File: src/rtl/io_uart_pkg.sv
// ============================================================================
// Module   : io_uart_pkg
// Brief    : Shared encodings and frame constants for the io_uart TX/RX paths.
// Revision : 1.0 - initial release
// ============================================================================
`default_nettype none

package io_uart_pkg;

    localparam logic [1:0] c_TX_IDLE  = 2'd0;
    localparam logic [1:0] c_TX_START = 2'd1;
    localparam logic [1:0] c_TX_DATA  = 2'd2;
    localparam logic [1:0] c_TX_STOP  = 2'd3;

    localparam logic [1:0] c_RX_IDLE  = 2'd0;
    localparam logic [1:0] c_RX_START = 2'd1;
    localparam logic [1:0] c_RX_DATA  = 2'd2;
    localparam logic [1:0] c_RX_STOP  = 2'd3;

    localparam int   c_FRAME_BITS = 10;
    localparam int   c_DATA_BITS  = c_FRAME_BITS - 2;
    localparam logic c_IDLE_LEVEL = 1'b1;

    localparam logic [2:0] c_LAST_DATA_BIT = 3'(c_DATA_BITS - 1);

    // Terminal value of a 0-based cycle counter spanning n clocks.
    function automatic logic [7:0] cnt_last(input int n);
        return 8'(n - 1);
    endfunction

endpackage

`default_nettype wire

File: src/rtl/io_uart_rx.sv
// ============================================================================
// Module   : io_uart_rx
// Brief    : Serial receiver: 2-flop synchronizer, start-bit glitch filter,
//            centre sampling and stop-bit framing check. Pulses o_done.
// Revision : 1.0 - initial release
// ============================================================================
`default_nettype none

module io_uart_rx #(
    parameter int CLKS_PER_BIT = 16
) (
    input  logic       clk,
    input  logic       nclr,
    input  logic       i_rxd,
    output logic       o_done,
    output logic [7:0] o_data
);
    import io_uart_pkg::*;

    localparam logic [7:0] c_BIT_LAST  = cnt_last(CLKS_PER_BIT);
    localparam logic [7:0] c_HALF_LAST = cnt_last(CLKS_PER_BIT / 2);

    logic       r_sync1;
    logic       r_sync2;
    logic       r_prev;
    logic [1:0] r_state;
    logic [7:0] r_clk_cnt;
    logic [2:0] r_bit_cnt;
    logic [7:0] r_shift;
    logic       r_ferr;
    logic       w_due;

    // START waits half a bit so every later sample lands mid-bit.
    always_comb begin
        w_due = (r_clk_cnt == ((r_state == c_RX_START) ? c_HALF_LAST : c_BIT_LAST));
    end

    always_ff @(posedge clk) begin
        if (!nclr) begin
            r_sync1   <= c_IDLE_LEVEL;
            r_sync2   <= c_IDLE_LEVEL;
            r_prev    <= c_IDLE_LEVEL;
            r_state   <= c_RX_IDLE;
            r_clk_cnt <= 8'd0;
            r_bit_cnt <= 3'd0;
            r_shift   <= 8'h00;
            r_ferr    <= 1'b0;
        end else begin
            r_sync1 <= i_rxd;
            r_sync2 <= r_sync1;
            r_prev  <= r_sync2;
            case (r_state)
                c_RX_IDLE: begin
                    if (r_prev && !r_sync2) begin
                        r_state   <= c_RX_START;
                        r_clk_cnt <= 8'd0;
                    end
                end
                c_RX_START: begin
                    if (w_due) begin
                        r_clk_cnt <= 8'd0;
                        r_bit_cnt <= 3'd0;
                        r_state   <= r_sync2 ? c_RX_IDLE : c_RX_DATA;
                    end else begin
                        r_clk_cnt <= r_clk_cnt + 8'd1;
                    end
                end
                c_RX_DATA: begin
                    if (w_due) begin
                        r_clk_cnt <= 8'd0;
                        r_shift   <= {r_sync2, r_shift[7:1]};
                        if (r_bit_cnt == c_LAST_DATA_BIT) begin
                            r_state <= c_RX_STOP;
                        end else begin
                            r_bit_cnt <= r_bit_cnt + 3'd1;
                        end
                    end else begin
                        r_clk_cnt <= r_clk_cnt + 8'd1;
                    end
                end
                c_RX_STOP: begin
                    // A low stop bit parks here until the line is idle again.
                    if (r_ferr) begin
                        if (r_sync2) begin
                            r_state <= c_RX_IDLE;
                            r_ferr  <= 1'b0;
                        end
                    end else if (w_due) begin
                        r_clk_cnt <= 8'd0;
                        if (r_sync2) begin
                            r_state <= c_RX_IDLE;
                        end else begin
                            r_ferr <= 1'b1;
                        end
                    end else begin
                        r_clk_cnt <= r_clk_cnt + 8'd1;
                    end
                end
                default: r_state <= c_RX_IDLE;
            endcase
        end
    end

    assign o_done = (r_state == c_RX_STOP) && !r_ferr && w_due && r_sync2;
    assign o_data = r_shift;

endmodule

`default_nettype wire

File: src/rtl/io_uart.sv
// ============================================================================
// Module   : io_uart
// Brief    : CPU-attached 8N1 UART with one-byte TX holding register.
//            Define IO_UART_RX_EN to build in the receiver (io_uart_rx).
// Revision : 1.0 - initial release
// ============================================================================
`default_nettype none

module io_uart #(
    parameter int CLKS_PER_BIT = 16
) (
    input  logic       clk,
    input  logic       nclr,
    input  logic       iow,
    input  logic [7:0] ioout,
    input  logic       ior,
    output logic [7:0] ioin,
    input  logic       rxd,
    output logic       txd,
    output logic       txbusy,
    output logic       txovf,
    output logic       rxvalid,
    output logic       rxovr
);
    import io_uart_pkg::*;

    localparam logic [7:0] c_BIT_LAST = cnt_last(CLKS_PER_BIT);

    logic [1:0] r_tx_state;
    logic [7:0] r_hold;
    logic       r_hold_full;
    logic [7:0] r_shift;
    logic [7:0] r_tx_clk_cnt;
    logic [2:0] r_tx_bit_cnt;
    logic       r_txd;
    logic       r_txovf;

    // Writes that find the holding register empty are accepted; the TX FSM
    // only ever empties it when it is full, so the two never collide.
    always_ff @(posedge clk) begin
        if (!nclr) begin
            r_tx_state   <= c_TX_IDLE;
            r_hold       <= 8'h00;
            r_hold_full  <= 1'b0;
            r_shift      <= 8'h00;
            r_tx_clk_cnt <= 8'd0;
            r_tx_bit_cnt <= 3'd0;
            r_txd        <= c_IDLE_LEVEL;
            r_txovf      <= 1'b0;
        end else begin
            if (iow) begin
                if (r_hold_full) begin
                    r_txovf <= 1'b1;
                end else begin
                    r_hold      <= ioout;
                    r_hold_full <= 1'b1;
                end
            end
            case (r_tx_state)
                c_TX_IDLE: begin
                    if (r_hold_full) begin
                        r_shift      <= r_hold;
                        r_hold_full  <= 1'b0;
                        r_tx_clk_cnt <= 8'd0;
                        r_txd        <= 1'b0;
                        r_tx_state   <= c_TX_START;
                    end
                end
                c_TX_START: begin
                    if (r_tx_clk_cnt == c_BIT_LAST) begin
                        r_tx_clk_cnt <= 8'd0;
                        r_tx_bit_cnt <= 3'd0;
                        r_txd        <= r_shift[0];
                        r_tx_state   <= c_TX_DATA;
                    end else begin
                        r_tx_clk_cnt <= r_tx_clk_cnt + 8'd1;
                    end
                end
                c_TX_DATA: begin
                    if (r_tx_clk_cnt == c_BIT_LAST) begin
                        r_tx_clk_cnt <= 8'd0;
                        if (r_tx_bit_cnt == c_LAST_DATA_BIT) begin
                            r_txd      <= c_IDLE_LEVEL;
                            r_tx_state <= c_TX_STOP;
                        end else begin
                            r_tx_bit_cnt <= r_tx_bit_cnt + 3'd1;
                            r_shift      <= {1'b0, r_shift[7:1]};
                            r_txd        <= r_shift[1];
                        end
                    end else begin
                        r_tx_clk_cnt <= r_tx_clk_cnt + 8'd1;
                    end
                end
                c_TX_STOP: begin
                    if (r_tx_clk_cnt == c_BIT_LAST) begin
                        r_tx_clk_cnt <= 8'd0;
                        // A pending byte starts immediately: no idle gap.
                        if (r_hold_full) begin
                            r_shift     <= r_hold;
                            r_hold_full <= 1'b0;
                            r_txd       <= 1'b0;
                            r_tx_state  <= c_TX_START;
                        end else begin
                            r_tx_state <= c_TX_IDLE;
                        end
                    end else begin
                        r_tx_clk_cnt <= r_tx_clk_cnt + 8'd1;
                    end
                end
                default: r_tx_state <= c_TX_IDLE;
            endcase
        end
    end

    assign txd    = r_txd;
    assign txbusy = r_hold_full || (r_tx_state != c_TX_IDLE);
    assign txovf  = r_txovf;

`ifdef IO_UART_RX_EN
    logic       w_rx_done;
    logic [7:0] w_rx_data;
    logic [7:0] r_ioin;
    logic       r_rxvalid;
    logic       r_rxovr;

    io_uart_rx #(
        .CLKS_PER_BIT (CLKS_PER_BIT)
    ) u_rx (
        .clk    (clk),
        .nclr   (nclr),
        .i_rxd  (rxd),
        .o_done (w_rx_done),
        .o_data (w_rx_data)
    );

    // A read in the completion cycle frees the buffer for the new byte.
    always_ff @(posedge clk) begin
        if (!nclr) begin
            r_ioin    <= 8'h00;
            r_rxvalid <= 1'b0;
            r_rxovr   <= 1'b0;
        end else if (w_rx_done) begin
            if (!r_rxvalid || ior) begin
                r_ioin    <= w_rx_data;
                r_rxvalid <= 1'b1;
                r_rxovr   <= 1'b0;
            end else begin
                r_rxovr <= 1'b1;
            end
        end else if (ior) begin
            r_rxvalid <= 1'b0;
            r_rxovr   <= 1'b0;
        end
    end

    assign ioin    = r_ioin;
    assign rxvalid = r_rxvalid;
    assign rxovr   = r_rxovr;
`else
    logic w_unused_rx;
    assign w_unused_rx = rxd ^ ior;
    assign ioin        = 8'h00;
    assign rxvalid     = 1'b0;
    assign rxovr       = 1'b0;
`endif

endmodule

`default_nettype wire

File: config.mk
export PLATFORM = sky130hd
export DESIGN_NAME = io_uart
export DESIGN_NICKNAME = d
export VERILOG_FILES = /design/src/rtl/io_uart_pkg.sv /design/src/rtl/io_uart_rx.sv /design/src/rtl/io_uart.sv
export SDC_FILE = /design/constraint.sdc
export NUM_CORES = 1
export LEC_CHECK = 0
export ABC_AREA = 1
export CAP_MARGIN = 20
export CORE_UTILIZATION = 50
export CTS_BUF_LIST = sky130_fd_sc_hd__clkbuf_4 sky130_fd_sc_hd__clkbuf_8
export CTS_CLUSTER_DIAMETER = 200
export DETAILED_ROUTE_END_ITERATION = 8
export PLACE_DENSITY = 0.87
export SYNTH_ARGS = -nofsm -noshare
export SYNTH_HDL_FRONTEND = slang
export SYNTH_SLANG_ARGS = --single-unit
File: constraint.sdc
create_clock -name clk -period 5.1 [get_ports clk]
set_clock_uncertainty 0.15 [all_clocks]
set_input_delay 0.765 -clock clk [delete_from_list [all_inputs] [get_ports clk]]
set_output_delay 0.765 -clock clk [all_outputs]
set_load 0.02 [all_outputs]
[Word-level counts from Yosys, hierarchy flattened]
Index checks and enable logic that the tools add are counted.
Storage, ports and cells
  word-level logic and storage cells: 63
  output and inout port bits: 13
  input bits: 13
  bits in registers: 32
Operators by class
  muxes and demuxes: 29
  bitwise operators: 1
  equality and inequality tests: 11
  add/subtract/negate cells: 2
  reductions and logical operators: 12
Operators by type and width (count)
  two-way mux 8 bit: 6
  case mux 8 bit (3 select lines): 1
  case mux 8 bit (2 select lines): 1
  != test 2 bit, second input constant: 6
  two-way mux 2 bit: 5
  two-way mux 1 bit: 9
  two-way mux 3 bit: 3
  adder 8 x 1 -> 8 bit, second input constant: 1
  equality test 8 x 4 -> 1 bit, second input constant: 1
  case mux 2 bit (4 select lines): 1
  AND reduction 4 bit: 2
  case mux 3 bit (2 select lines): 1
  AND reduction 5 bit: 1
  equality test 2 bit, second input constant: 2
  case mux 1 bit (4 select lines): 1
  AND reduction 2 bit: 2
  nonzero test 2 bit: 2
  adder 3 x 1 -> 3 bit, second input constant: 1
  equality test 3 bit, second input constant: 1
  AND reduction 3 bit: 1
  nonzero test 3 bit: 1
  OR reduction 3 bit: 1
  equality test 2 x 1 -> 1 bit, second input constant: 1
  logical NOT 2 bit: 1
  other kinds (3): 3

[Depth between registers and ports, before layout]
  word-level depth: 4
  mapped depth: 10
  mapped depth without buffers: 10

[Least setup slack after synthesis]
Ideal clock, no wire load.
  path kind: reg-to-output
  start point: reg r_tx_state[0]
  end point: out txbusy
  path slack: 3239 ps
  data required time: 4185 ps
  stages on the path, launching flop included: 5
  buffers on the path: 1
  arrival time: 946 ps
  cells stage by stage: dfxtp_1 > inv_1 > ha_1 > nand2_2 > buf_4
Between the ends
  longest elaborated chain between the ends: 2
RTL lines
  start: declaration: line io_uart.sv:29  | logic [1:0] r_tx_state;
  start signal: assignment: line io_uart.sv:42  | r_tx_state <= c_TX_IDLE;
  start signal: assignment: line io_uart.sv:66  | r_tx_state <= c_TX_START;
  start signal: assignment: line io_uart.sv:74  | r_tx_state <= c_TX_DATA;
  nonzero test 2 bit: line io_uart.sv:116  | assign txbusy = r_hold_full || (r_tx_state != c_TX_IDLE);
  logical OR 1 bit: line io_uart.sv:116
  end: declaration: line io_uart.sv:20  | output logic txbusy,
No other way between the ends.

[Worst setup path after layout]
Ends and elaborated chain as after synthesis.

==> results.ini <==
[placed_design]
dpl.cell_count=282
dp_hpwl_um=2260
dpl_cell_area_um2=1830
place.gp.congestion=0.882
dp_slack_ns=2.45
io_buffers=13

[floorplanning]
pin_count=26
core-area_um2=3340
floorplan.initialDensity=0.520
chipHeight_um=60.9
rows=21
die-area_um2=3710
die_x_um=60.9

[critical_path]
critPathMaxStageDelay_ns=0.65
end_kind=output pin
setup.worst_path.start_class=register
path_cells=inv_1 > ha_1 > nand2_2 > clkdlybuf4s50_1
critPathKind=register to output pin
critPathRequiredTime_ns=4.18
arrival_ns=2.00
slowest_stage=clkdlybuf4s50_1
critPathMaxFanout=13

[yosys]
synth-edff-count=0
syn_area_um2=1740
syn_inst=229
synth_common_cells=44 x nor2_1, 32 x dfxtp_1, 30 x nand2_1, 20 x nand3_1, 17 x inv_1
yosys_warnings=0
synthFlopType=dfxtp_1
async_reset_ff_frac=0
yosysUniqueCellTypes=34
synth_area_leader_cell=dfxtp_1
netlist_top_cells_area=dfxtp_1 37%, nor2_1 9.5%, nand2_1 6.5%
syn_area_per_cell_um2=7.58
yosysMostFrequentCell=nor2_1
synth_top_area_frac=0.369
ys_seq_area_frac=0.369
ys_ff_latch=32

[clocking]
cts_tree=yes
clkTransAtPathRegs_ns=0.09
cts_setup_buffers=0
clockBufferDepth=2
numCtsBuffers=5
cts_max_level=2
insertion_delay_ns=0.35
cts_root_buf=clkbuf_4
ctsResizeCount=0
clock-sinks=32
cts_hold_buffers=0

[routing]
dr_total_vias=1389
drt-total-wl_um=3000
drtPass1Iterations=4
drc=0
vias_per_cell=4.79
drt.antenna.violating_nets=0
drt_iter0_drc=77
drt-wirelength-per-cell_um=10.3

[cells_and_area]
area_delta_synth_final_pct=10.3
stdcell_area_um2=1910
instances_no_fill=290
nFillCells=326
nets=264
utilization=0.574
antennaDiodeCount=0
drive_above_1_share=0.127

[hold_path]
hold_path_class=register to register

[sta]
slew_headroom=0.448
max_freq_mhz=344
rsz0062_at_grt=no
worst_slew_pin_slew_ns=0.828
period_minus_slack_ns=2.91
hold_violations=0
setup_tns_ns=0
fin_crit_sh=0.571
fin_ws_ns=2.19
hold_ws_ns=0.316
maxSlewViolCount=0
finalSetupViolCount=0

[global_routing]
overflow=0
grt_pass1_vias=1300
grt_usage=0.205
grt_pass1_wl_um=5290
antenna_found_initial=0
grt_max_degree=24

[power]
p_leak_nw=0.810
fin_total_pwr_uw=908
peakVddDrop_mv=0.244
power_density_nw_per_um2=474

[run_status]
status=finished, final reports clean

[run]
max-cap-violations=0

routing by layer:
layer  share of wire  global-route usage  up-vias
met3           0.038              0.0832        6
li1                -                   -      748
met4           0.021               0.117        0
met1            0.45               0.198      614
met5               0                   0        -
met2            0.49               0.369       21
power by group:
part,switching (mW),internal [mW]
logic,0.244,0.143
registers,0.0311,0.296
clock network,0.0867,0.108
layout make-up:
cell class | instances | area [µm²] | share of cell area
Multi-Input combinational cell | 171 | 930 | 0.486
Sequential cell | 32 | 641 | 0.335
Timing Repair Buffer | 13 | 130 | 0.0680
Inverter | 20 | 76.3 | 0.0399
Tap cell | 46 | 57.6 | 0.0301
Clock buffer | 6 | 45.0 | 0.0235
Clock inverter | 2 | 35.0 | 0.0183
layout by cell type (no fill, tap or decap), types with 2 or more instances in the layout:
cell type / n
nor2_1: 44
ha_1: 8
nand3_1: 20
clkdlybuf4s50_1: 13
o21ai_1: 3
o21ai_0: 13
nand2_1: 30
inv_1: 17
mux2i_1: 6
conb_1: 10
nor3_1: 3
a21oi_1: 8
clkinv_2: 2
dfxtp_1: 32
nand2_2: 4
clkbuf_4: 6
nor2_2: 9
sequential cells by signal (all words and copies together), names as in the netlist:
name,count
r_tx_clk_cnt,8
r_tx_state,2
txovf,1
r_tx_bit_cnt,3
txd,1
r_shift,8
r_hold_full,1
r_hold,8
worst max-delay path: cells and delay by family (launching register included):
kind / cells / cell delay [ns]
buf+inv: 2 / 0.77
fa+ha+maj: 1 / 0.24
flops: 1 / 0.42
simple gates: 1 / 0.22
cell families (layout without fill, tap and decap cells):
family | after synthesis | after routing | share of synthesized area
adders and majority gates | 8 | 8 | 0.0577
other | 1 | 10 | 0.00216
AOI/OAI and AO/OA | 30 | 30 | 0.106
DFF | 32 | 32 | 0.369
xor gates and xnor gates | 2 | 2 | 0.0101
buffers and inverters | 35 | 41 | 0.115
muxes | 6 | 6 | 0.0346
and+or+nand+nor | 115 | 115 | 0.306
final timing paths:
| kind | depth (start not counted) | startpoint | endpoint | slack [ns] |
|---|---|---|---|---|
| worst min-delay path | 2 | r_tx_clk_cnt[7] | r_tx_clk_cnt[7] | 0.32 |
| worst max-delay path | 4 | r_tx_state[0] | txbusy | 2.19 |
| worst min register to register | 2 | r_tx_clk_cnt[7] | r_tx_clk_cnt[7] | 0.32 |
| worst max register to register | 8 | r_tx_state[0] | r_shift[1] | 2.81 |
(Power assumes the default switching activity.)
